$ cat src/rtl/dca_matrix_mreg2store.sv
// Drain stage of the DCA matrix register: streams mreg rows out as tensor-row beats and always
// shifts the mreg exactly MATRIX_NUM_ROW times so it is realigned for the next load.
module dca_matrix_mreg2store #(
    parameter int MATRIX_NUM_ROW   = 4,
    parameter int MATRIX_NUM_COL   = 4,
    parameter int BW_TENSOR_SCALAR = 32,
    localparam int BW_TENSOR_ROW   = MATRIX_NUM_COL * BW_TENSOR_SCALAR,
    localparam int BW_NUM_ROW      = $clog2(MATRIX_NUM_ROW + 1)
) (
    input  logic                     clk,
    input  logic                     rst,
    input  logic                     clear,
    input  logic                     enable,
    output logic                     busy,
    input  logic                     storereg_wrequest,
    input  logic [BW_NUM_ROW-1:0]    storereg_num_row,
    output logic                     storereg_wready,
    output logic                     storereg_done,
    output logic                     mreg_move_renable,
    input  logic [BW_TENSOR_ROW-1:0] mreg_move_rdata_list1d,
    output logic                     store_tensor_row_rvalid,
    output logic                     store_tensor_row_rlast,
    output logic [BW_TENSOR_ROW-1:0] store_tensor_row_rdata,
    input  logic                     store_tensor_row_rready
);

    localparam int BW_CNT = $clog2(MATRIX_NUM_ROW);

    localparam logic [1:0] IDLE  = 2'd0;
    localparam logic [1:0] SEND  = 2'd1;
    localparam logic [1:0] FLUSH = 2'd2;
    localparam logic [1:0] DONE  = 2'd3;

    localparam logic [BW_NUM_ROW-1:0] NUM_ROW_MAX = BW_NUM_ROW'(MATRIX_NUM_ROW);
    localparam logic [BW_CNT-1:0]     CNT_LAST    = BW_CNT'(MATRIX_NUM_ROW - 1);

    logic [1:0]            state;
    logic [BW_CNT-1:0]     cnt;
    logic [BW_NUM_ROW-1:0] num_row_reg;
    logic [BW_NUM_ROW-1:0] num_row_clamped;
    logic                  row_last;
    logic                  hs;

    // A zero or oversized request means "emit every row".
    assign num_row_clamped = (storereg_num_row == '0 || storereg_num_row > NUM_ROW_MAX)
                             ? NUM_ROW_MAX : storereg_num_row;

    assign row_last = (BW_NUM_ROW'(cnt) == num_row_reg - BW_NUM_ROW'(1));
    assign hs       = store_tensor_row_rvalid & store_tensor_row_rready;

    // NOTE: state and counters use non-blocking assignments so every flop samples pre-edge values.
    always_ff @(posedge clk) begin
        if (rst) begin
            state       <= IDLE;
            cnt         <= '0;
            num_row_reg <= NUM_ROW_MAX;
        end else if (clear) begin
            state       <= IDLE;
            cnt         <= '0;
            num_row_reg <= NUM_ROW_MAX;
        end else if (enable) begin
            case (state)
                IDLE: begin
                    if (storereg_wrequest) begin
                        num_row_reg <= num_row_clamped;
                        cnt         <= '0;
                        state       <= SEND;
                    end
                end
                SEND: begin
                    if (hs) begin
                        cnt <= cnt + BW_CNT'(1);
                        if (row_last)
                            state <= (cnt == CNT_LAST) ? DONE : FLUSH;
                    end
                end
                FLUSH: begin
                    // Shift out the rows that were not emitted so the mreg ends up realigned.
                    cnt <= cnt + BW_CNT'(1);
                    if (cnt == CNT_LAST)
                        state <= DONE;
                end
                DONE: begin
                    cnt   <= '0;
                    state <= IDLE;
                end
                default: state <= IDLE;
            endcase
        end
    end

    // NOTE: every output gets a default first so the combinational block cannot infer a latch.
    always_comb begin
        busy                    = 1'b0;
        storereg_wready         = 1'b0;
        storereg_done           = 1'b0;
        mreg_move_renable       = 1'b0;
        store_tensor_row_rvalid = 1'b0;
        store_tensor_row_rlast  = 1'b0;
        case (state)
            IDLE: storereg_wready = 1'b1;
            SEND: begin
                busy                    = 1'b1;
                store_tensor_row_rvalid = enable;
                store_tensor_row_rlast  = row_last;
                mreg_move_renable       = enable & store_tensor_row_rready;
            end
            FLUSH: begin
                busy              = 1'b1;
                mreg_move_renable = enable;
            end
            DONE: begin
                busy          = 1'b1;
                storereg_done = enable;
            end
            default: ;
        endcase
    end

    assign store_tensor_row_rdata = mreg_move_rdata_list1d;

endmodule
$ cat config.mk
export PLATFORM = sky130hd
export DESIGN_NAME = dca_matrix_mreg2store
export DESIGN_NICKNAME = d
export VERILOG_FILES = /design/src/rtl/dca_matrix_mreg2store.sv
export SDC_FILE = /design/constraint.sdc
export NUM_CORES = 1
export LEC_CHECK = 0
export ABC_CLOCK_PERIOD_IN_PS = 2600
export BUFFER_PORTS_ARGS = -buffer_cell sky130_fd_sc_hd__buf_2
export CAP_MARGIN = 20
export CORE_AREA = 2 2 104 106
export DETAILED_ROUTE_END_ITERATION = 10
export DIE_AREA = 0 0 106 108
export SLEW_MARGIN = 0
export SYNTH_ARGS = -nofsm -noshare
export SYNTH_HDL_FRONTEND = slang
export SYNTH_SLANG_ARGS = --single-unit
$ cat constraint.sdc
create_clock -name clk -period 2.6 [get_ports clk]
set_clock_uncertainty 0.2 [all_clocks]
set_input_delay 0.26 -clock clk [delete_from_list [all_inputs] [get_ports clk]]
set_output_delay 0.26 -clock clk [all_outputs]
set_load 0.01 [all_outputs]
==> results list, run 1 <==
- The detail route stage leaves a number of antenna-violating nets equal to 0.
- The mapped netlist covers ~0.0015 mm².
- Cell at the root of the clock tree: clkbuf_8
- Measured along the x axis, the die boundary spans ~110 µm.
* GR Overflow Total: 0
- Dominant cell type by area after synthesis: buf_4
* Data arrival time of the critical path: between 1500 and 2000 ps
- Summing all placed instances gives a cell area of between 700 and 800 µm².
- Power density of the placed cells: 371.5 mW/mm²
- Number of cells produced by synthesis: about 190
- The congestion estimate from routability-driven global placement came to 0.7309.
- In this run the mean area of a mapped cell was slightly below 8 µm².
* Switching power as a share of total power: about a quarter
* Remaining design rule violation count: 0
- Category of the worst setup path launch point: flip-flop
* Core Footprint: 0.01023 mm²
* Remaining max-slew budget at the tightest pin: 65.28%
- Sum of internal, switching and leakage power: 307.3 µW
- The signal on the critical path passes through inv_1, ha_1, xnor2_1, nor4b_1, buf_2.
* RSZ-0062 raised after global routing: no
- Total half-perimeter wirelength after legalization and detailed placement: around 2500 µm
* Slowest stage cell, crit path: dfxtp_1
- The flow ran to the end, and the final reports show no timing, DRC or antenna violations.
- For this design the static power due to leakage is 0.2834 nW.
- Number of clock sinks: 7
- Wires add up to between 2000 and 3000 µm.
- Count of warnings emitted by yosys: 0
- After routing the design area is between 800 and 900 µm².
- In this run, CTS created clock tree buffers numbering 3.
* Number of placement rows: 37
- Final routed wire length divided by cell count: 13.24 µm
* Sequential cell fraction of total power: 36.2%
* Global-route usage over all layers: between 4 and 5%
- By area the synthesized netlist is led by buf_4 64%, dfxtp_1 9.3%, ha_1 6.7%, a2111oi_4 1.8%, inv_1 1.7%.
- Starting DRC count in detailed routing: 10
- The repair_antennas step left the layout with diodes totalling 0.
- Path type of the worst min-delay path: in2reg
* Minimum clock period: approximately 2100 ps
- For the worst-skew pair, the clock arrives at the later sink with an insertion delay of about 230 ps.
* Area growth syn-to-layout: -44.96%
* Reg clk slew, reported paths: 40 ps
* Fin Setup TNS: 0 ps
- Broken down by cell family, the worst path's largest delay share belongs to flip-flops.
* Period utilization: between 80% and 90%
- The number of setup buffers added after CTS is 0.
- Number of vias per cell: around 3.0
* First-pass GRT wire length: approximately 4000 µm
* Post-CTS sizing: 0
* IO buf count: 14
- Number of buffers on the longest clock path: 2
* Final count of hold timing violations: 0
* CTS tree: built
* Stage delay of the slowest cell on the critical path: about 360 ps
* Max reg flops: 3
- Total die area: 0.01145 mm²
* Via count of the first global-routing pass: 672
* Starting density of the core: around 15%
- Timing analysis after detailed placement gives a worst setup slack of between 500 and 600 ps.
- Worst-Margin Slew: 520.2 ps
- Post-Synthesis Net Count: around 340
* Total number of H-tree levels: 1
- Together, buffers and inverters on the worst path number 2.
- Die outline height: 108 µm
- Of the cells placed in the final design, the portion with a size suffix greater than 1 is roughly 27%.
- Critical Path Fanout Max: 3
- The top cell type by area accounts for between 60% and 70% of the synthesized area.
- Critical Path Sink Type: primary output
- Final-stage net count: about 230
* Setup WS post-layout: roughly 500 ps
* Required time reported for the critical path endpoint: 2140 ps
* Worst Setup Path Type: reg2out
- Across the run, the number of max-cap violations was 0.
- Achievable Freq: between 0.4 and 0.5 GHz
- The routed layout has about 660 vias.
* Combinational Power Share: 14.1%
- Number of detailed-route iterations in the first pass: 3
- The initial antenna violation count is 1.
- Final Instance Count excl. Fillers: ~220
* Cell Count Post-Placement: between 200 and 250
- Sequential fraction of the synthesis area: 9.326%
- During I/O placement, the number of pins put on the boundary was approximately 270.
- Yosys mapped the design onto 24 distinct sky130hd cell types.
- Across the VDD grid, the largest voltage drop is ~0.00023 V.
* Final setup violation count: 0
- The clock network accounts for approximately 50% of the total power.
* Switching power: approximately 73 µW
* Number of buffers inserted by hold repair at cts: 0
- Final max-slew violation count: 0
* Maximum number of pins on one net before global-route repair: 7
- Synthesis inferred 7 register bits.
* Cell Int Power: between 200 and 250 µW
-- per-stage QoR --
stage	util [%]	hold WS (ps)
after CTS	8.084	83.00
after global routing	8.084	102.8
after detailed placement	7.643	285.5
after floorplan	-	184.6
final	8.084	83.58
after global placement	7.643	275.9
-- logic make-up after synthesis --
group | synth area share, %
adders and majority gates | 6.661
AOI/OAI and AO/OA | 6.745
xor gates and xnor gates | 1.749
DFF | 9.325
and+or+nand+nor | 9.825
buffers and inverters | 65.70
-- worst reg2reg max path: stages, from the launching register on --
cell	delay, ps
dfxtp_1	360
inv_1	60
ha_1	290
xnor2_1	160
or4_4	440
a2111oi_4	350
nor3_1	70
-- per-layer routing --
metal  part of all wire [%]  global-route usage, %  routed length (µm)
met4                     15                  8.271                 425
met2                     40                  6.498                1156
met5                   0.45                      0                  13
met1                     28                  3.619                 797
met3                     17                  2.954                 480
-- final timing paths --
path	slack (ps)	endpoint	depth (start not counted)	start
worst min register to register	290	num_row_reg[1]	2	num_row_reg[1]
worst max-delay path	500	store_tensor_row_rlast	5	num_row_reg[0]
worst min-delay path	80	num_row_reg[2]	3	rst
worst max register to register	550	state[0]	6	num_row_reg[0]
-- power groups by stage --
stage / Sequential (mW) / Combinational, mW / Clock (mW)
after floorplan: 0.113 / 0.230 / 0
after global placement: 0.113 / 0.0428 / 0
after detailed placement: 0.113 / 0.0444 / 0
after CTS: 0.111 / 0.0445 / 0.161
after global routing: 0.111 / 0.0498 / 0.166
final: 0.111 / 0.0432 / 0.153
-- synthesized netlist by cell type --
library cell  number
or3b_2             1
nor2_1             5
buf_4            128
o2111ai_1          1
nor4b_1            1
o31a_1             2
dfxtp_1            7
nand2b_1           2
a21oi_1            5
xor2_1             1
ha_1               8
nand2_1            5
nand3_1            2
or2_1              1
or2_2              2
and2_1             2
a2111oi_4          1
nor3_1             1
o21a_1             2
or4_4              1
inv_1              7
xnor2_1            2
nor3b_1            3
o211ai_1           1
-- layout make-up --
type	count	area, µm²
fill	1193	9404
multi-input combinational	49	375.4
tap	136	170.2
sequential	7	140.1
timing repair buffer	14	70.07
clock buffer	4	45.04
inverter	7	26.28
-- cell usage in the layout (no fill, tap or decap) --
cell	netlist	final
a2111oi_4	1	1
a21oi_1	5	5
and2_1	2	2
buf_2	0	14
clkbuf_1	0	1
clkbuf_8	0	3
dfxtp_1	7	7
ha_1	8	8
inv_1	7	7
nand2_1	5	5
nand2b_1	2	2
nand3_1	2	2
nor2_1	5	5
nor3_1	1	1
nor3b_1	3	3
nor4b_1	1	1
o2111ai_1	1	1
o211ai_1	1	1
o21a_1	2	2
o31a_1	2	2
or2_1	1	1
or2_2	2	2
or3b_2	1	1
or4_4	1	1
xnor2_1	2	2
xor2_1	1	1
No activity file was read; power rests on OpenSTA's default activity.
==> run 2: changes to the inputs <==
--- a/config.mk
+++ b/config.mk
@@ -5,7 +5,7 @@
 export SDC_FILE = /design/constraint.sdc
 export NUM_CORES = 1
 export LEC_CHECK = 0
-export ABC_CLOCK_PERIOD_IN_PS = 2600
+export ABC_CLOCK_PERIOD_IN_PS = 1900
 export BUFFER_PORTS_ARGS = -buffer_cell sky130_fd_sc_hd__buf_2
 export CAP_MARGIN = 20
 export CORE_AREA = 2 2 104 106
==> constraint.sdc (replaced) <==
create_clock -name clk -period 1.9 [get_ports clk]
set_clock_uncertainty 0.2 [all_clocks]
set_input_delay 0.19 -clock clk [delete_from_list [all_inputs] [get_ports clk]]
set_output_delay 0.19 -clock clk [all_outputs]
set_load 0.01 [all_outputs]
==> run 2 against run 1 <==
Against the previous run:
- the flow now finishes with violations (negative setup slack)
- worst hold slack got worse by 63 ps
- register-to-register slack got worse by 480 ps
- clock-buffer cell count stayed put
- combinational power grew 69%
- routed wire length down 4.0%
- first-iteration DRC count up 30%
- die area stayed put
- final cell count rose by 4.6%
- total power is 41% higher
- global-route usage down 0.18 points
==> results list, run 2 (same netlist as run 1, synthesis figures left out) <==
* Sequential cell area: 142.6 µm²
- The worst path in the final design needs a cycle of around 2000 ps, including I/O delays and setup.
- Design area: about 960 µm²
* Data arrival time of the critical path: 1560 ps
* Final-stage net count: about 240
- Cells fill 9.392% of the core in the end.
- Summed over all layers, the global routing overflow is 0.
- IO buf count: 14
* Cell Count Post-Placement: approximately 220
* Final routed wire length divided by cell count: ~12 µm
* Maximum number of pins on one net before global-route repair: 7
- The worst setup path is captured at a primary output.
- Starting DRC count in detailed routing: 13
- Setup WS post-layout: -52.02 ps
- The startpoint identified for the worst hold timing path is rst.
* Reg clk slew, reported paths: roughly 40 ps
* Final count of hold timing violations: 0
- Summing all multi-input logic gate instances after layout gives around 430 µm².
- Total half-perimeter wirelength after legalization and detailed placement: 2375 µm
- The tree is rooted in a clkbuf_8.
- Max reg flops: 3
- Number of detailed-route iterations in the first pass: 2
- Of all nets on the critical path, the largest fanout is 2.
- Required time reported for the critical path endpoint: 1510 ps
- In this run the power density over the cells is around 450 mW/mm².
- Antenna violations before repair: 1
- In this run the static leakage power is 0.3402 nW.
- The first global-routing pass estimated 3767 µm of wire.
- Starting density of the core: about 15%
* Achievable Freq: between 0.5 and 0.6 GHz
- The routed design uses 443 µm of met3 wire.
- Total Wirelength: around 2800 µm
- Wire segments on met2 add up to around 1100 µm in the final route.
* Routability congestion estimate from global placement: around 0.7
- The die is between 100 and 150 µm tall.
- For the pin with the worst max-slew slack, the measured transition is 276.8 ps.
- Number of buffers on the longest clock path: 2
- The via count of the first global-routing pass came to about 660.
- The detail route stage leaves a number of antenna-violating nets equal to 0.
- Ant diodes: 0
- Area growth syn-to-layout: -36.05%
- Before CTS, the worst setup slack after placement is -80.85 ps.
- Num ports: ~270
- Number of vias per cell: approximately 3
- After detailed routing, no signal wire sits above met5.
* Final setup violation count: 1
- Startpoint of the worst-slack reg-to-reg timing path: num_row_reg[1]
- Final max-slew violation count: 0
* Start point of the critical path: num_row_reg[1]
* Outcome: finished with violations
- IR analysis of the VDD net gives a maximum drop of 0.0001618 V.
- CTS saw 7 sinks.
* Worst Setup Path Type: reg2out
- CTS tree: built
* Total vias in the final route: ~680
- Global-route usage over all layers: 4.619%
- Worst slack on hold paths: approximately 21 ps
- Setup repair after global routing could not meet its margin everywhere.
- For this run, design rule violations remaining after detail routing come to 0.
- Clock insertion delay at the later pin of the skew report: around 230 ps
- Layout cells sized above 1: a little under half
- Category of the worst setup path launch point: flip-flop
- The floorplan step defined a core boundary enclosing around 0.010 mm².
* Path type of the worst min-delay path: in2reg
- Total die area: 0.01145 mm²
* Instance area after placement: 878.3 µm²
- Max-Cap Viols: 0
* Number of buffers inserted by hold repair at cts: 0
- Floorplan die width: around 110 µm
- CTS built an H-tree with a depth of 1.
* Filler instances: 1,173
- Number of clock buffers inserted by TritonCTS: 3
* Count of buffers added by post-CTS timing repair for setup: 0
- Remaining max-slew budget at the tightest pin: 81.49%
- Period utilization: 102.7%
- Number of placement rows: 37
- Leaving out fill and tap cells, the most frequent cell in the layout is buf_2.
- Violations in the final reports: negative setup slack
* Final Instance Count excl. Fillers: approximately 230
- Wire length the detailed router placed on met1: between 700 and 800 µm
* Commonest non-fill, non-tap cells in the layout: 13 x buf_2, 10 x buf_4, 6 x inv_1, 6 x ha_1
==> run 2: final cells by class <==
type	count	share of cell area, %
well taps	136	17.71
clock buffers	4	4.687
multi-input cells	49	44.27
flip-flops and latches	7	14.84
inverters	7	2.734
repair buffers	24	15.76
==> run 2: final timing paths <==
check                                 to  slack (ps)  depth (start not counted)
hold / removal            num_row_reg[2]          20                          3
setup / recovery  store_tensor_row_rlast         -50                          7
setup reg to reg                state[0]          70                          6
hold reg to reg           num_row_reg[1]         290                          2
==> run 2: where the power goes <==
group	switching [mW]	total (mW)	internal, mW	leakage, nW
Combinational	0.0375	0.0731	0.0356	0.260
Clock	0.0630	0.208	0.145	0.0228
Sequential	0.00210	0.152	0.150	0.0576
==> run 2: what timing repair did <==
item	4_1_cts	5_1_grt
cloned	0	0
gates resized for setup	6	2
pin swaps	1	4
endpoints found under the setup margin	2	3
==> run 2: metrics by stage <==
stage	power [mW]	setup TNS (ps)
floorplan	0.4706	0
global placement	0.2239	-81.91
detailed placement	0.2249	-102.1
CTS	0.4398	-145.9
global route	0.4604	-180.0
finish	0.4336	-52.02
==> run 2: routing by layer <==
metal  track usage (%)  up-vias
li1                  -      273
met1             3.511      286
met2             5.806       67
met3             3.014       54
met4             8.553        2
met5                 0        -
==> run 2: worst max-delay path, cell delays in order (launching register included) <==
cell	delay [ps]
dfxtp_2	320
inv_2	40
ha_4	230
xnor2_2	130
buf_4	140
nor4b_4	220
buf_4	160
buf_6	90
==> run 3: changes to the inputs <==
--- a/config.mk
+++ b/config.mk
@@ -7,10 +7,10 @@
 export LEC_CHECK = 0
 export ABC_CLOCK_PERIOD_IN_PS = 1900
 export BUFFER_PORTS_ARGS = -buffer_cell sky130_fd_sc_hd__buf_2
-export CAP_MARGIN = 20
 export CORE_AREA = 2 2 104 106
 export DETAILED_ROUTE_END_ITERATION = 10
 export DIE_AREA = 0 0 106 108
+export PLACE_DENSITY = 0.54
 export SLEW_MARGIN = 0
 export SYNTH_ARGS = -nofsm -noshare
 export SYNTH_HDL_FRONTEND = slang
==> run 3 against run 2 <==
Against the previous run:
- the flow now finishes without violations
- final cell count unchanged
- global-route usage increased by 0.29 points
- setup slack improved by 95 ps
- utilization decreased by 0.24 points
- maximum frequency increased by 5.1%
- highest routed layer is now met4
==> results list, run 3 (same netlist as run 1, synthesis figures left out) <==
* Number of buffers inserted by hold repair at cts: 0
* Final-stage net count: about 240
* Final setup violation count: 0
* Ant diodes: 0
* GR Overflow Total: 0
* Global-route usage over all layers: 4.911%
- The design draws 433.4 µW.
* Starting DRC count in detailed routing: 27
- Derived from the worst setup path, the maximum achievable clock frequency is roughly 0.54 GHz.
- Data arrives at the worst endpoint at 1760 ps.
* Number of buffers on the longest clock path: 2
* Floorplan die width: 106 µm
- During placement, the flow inserted port buffers numbering 14.
- Pin placement for this block handled ~270 I/O pins.
* Maximum number of pins on one net before global-route repair: 7
* Max reg flops: 3
- Number of clock buffers inserted by TritonCTS: 3
- Critical Path Sink Type: flip-flop
- Combinational Power Share: between 10% and 20%
- IR analysis of the VDD net gives a maximum drop of ~0.00012 V.
- Path type of the worst min-delay path: in2reg
- Cell at the root of the clock tree: clkbuf_8
* Routability congestion estimate from global placement: about 0.70
- The critical path is of the reg2reg type.
- The flow ran to the end, and the final reports show no timing, DRC or antenna violations.
* Number of placement rows: 37
- Reg clk slew, reported paths: 40 ps
- In this run the power spent charging and discharging nets is 102.6 µW.
- Once the floorplan was initialized, standard cells occupied 14.69% of the core.
* Fin Setup TNS: 0 ps
- Leakage power of the design: approximately 0.34 nW
- Number of clock sinks: 7
- Count of buffers added by post-CTS timing repair for setup: 0
* Area taken by multi-input logic gates: approximately 410 µm²
- Area growth syn-to-layout: -37.72%
* Final max-slew violation count: 0
* Clock insertion delay at the later pin of the skew report: around 220 ps
- Across the whole layout, storage elements account for around 140 µm².
- TritonCTS built the clock tree.
- Layout cells sized above 1: 43.96%
* RSZ-0062 raised after global routing: yes
* Remaining max-slew budget at the tightest pin: between 70% and 80%
- Leaving out fill and tap cells, the most frequent cell in the layout is buf_2.
* Utilization after layout: 9.148%
* Critical Path Fanout Max: 2
- In the routed layout, each cell is associated on average with a via count of 3.026.
* Minimum clock period: roughly 1900 ps
- Max-cap violations in this run came to 0.
* Remaining design rule violation count: 0
- After detailed routing, the total wire length is roughly 2900 µm.
- Die outline height: between 100 and 150 µm
* Total number of H-tree levels: 1
- Design area: roughly 940 µm²
* Total half-perimeter wirelength after legalization and detailed placement: 2471 µm
- The via count of the first global-routing pass came to between 700 and 800.
- First-pass GRT wire length: 4043 µm
- Fill cells in the final layout number between 1,000 and 1,500.
- Commonest non-fill, non-tap cells in the layout: 14 x buf_2, 10 x buf_4, 7 x ha_1
- Total die area: 0.01145 mm²
- The worst setup path is launched from a flip-flop.
* Switching power as a share of total power: a little under a quarter
* Period utilization: 97.75%
- Cell Int Power: 330.9 µW
- Number of detailed-route iterations in the first pass: 4
- Sequential cell fraction of total power: approximately a third
- Dividing total power by cell area gives a power density of roughly 460 mW/mm².
- Final count of hold timing violations: 0
- Hold Path Stages: 3
- Cells on worst reg2reg path: 6
- Data on the critical path is required at its endpoint by 1810 ps.
* Worst-Margin Slew: roughly 310 ps
* Antenna violations before repair: 0
* Final routed wire length divided by cell count: about 13 µm
* Portion of total power attributed to the clock network: around 48%
- In this run the standard cell core region covers 0.01023 mm².
- Once placement finished, the instance area stood at slightly below 900 µm².
* Count of nets left with antenna violations after detail routing: 0
* Total vias in the final route: approximately 690
run 3: routing by layer:
layer  wire length, µm  GRT usage [%]  up-vias
met4               486          10.15        0
met1               866          3.582      266
li1                  -              -      274
met2              1127          6.313       83
met5                 0              0        -
met3               386          2.592       64
run 3: stage by stage:
| step | setup slack [ps] | instances | hold slack [ps] |
|---|---|---|---|
| after CTS | 0.04774 | 227 | 24.60 |
| final | 42.77 | 227 | 15.65 |
| after detailed placement | -30.92 | 223 | 180.1 |
| after floorplan | 16.50 | 191 | 114.6 |
| after global routing | -23.04 | 227 | 40.78 |
| after global placement | -8.806 | 223 | 180.1 |
run 3: power by group through the flow:
stage	Combinational [mW]	Sequential (mW)	Clock (mW)
finish	0.0748	0.153	0.206
global placement	0.0727	0.155	0
global route	0.0830	0.153	0.223
CTS	0.0752	0.152	0.212
detailed placement	0.0743	0.155	0
floorplan	0.316	0.154	0
run 3: worst paths after layout:
| path | from | to | slack [ps] |
|---|---|---|---|
| setup / recovery | num_row_reg[1] | state[0] | 40 |
| hold / removal | rst | num_row_reg[2] | 20 |
| setup reg to reg | num_row_reg[1] | state[0] | 40 |
| hold reg to reg | num_row_reg[1] | num_row_reg[1] | 290 |
run 3: final cells by class:
type | instances | area share, %
timing repair buffer | 24 | 15.51
tap | 136 | 18.18
sequential | 7 | 15.24
clock buffer | 4 | 4.813
multi-input combinational | 49 | 43.45
inverter | 7 | 2.807
run 3: timing repair:
action / in CTS / in global routing
gates resized for setup: 2 / 3
pin swaps: 2 / 3
setup endpoints to repair: 2 / 2
run 3: critical path, stage by stage (launching register included):
cell,delay (ps)
dfxtp_2,330
inv_2,40
ha_4,230
xnor2_2,130
or4_4,430
a2111oi_4,330
nor3_2,60
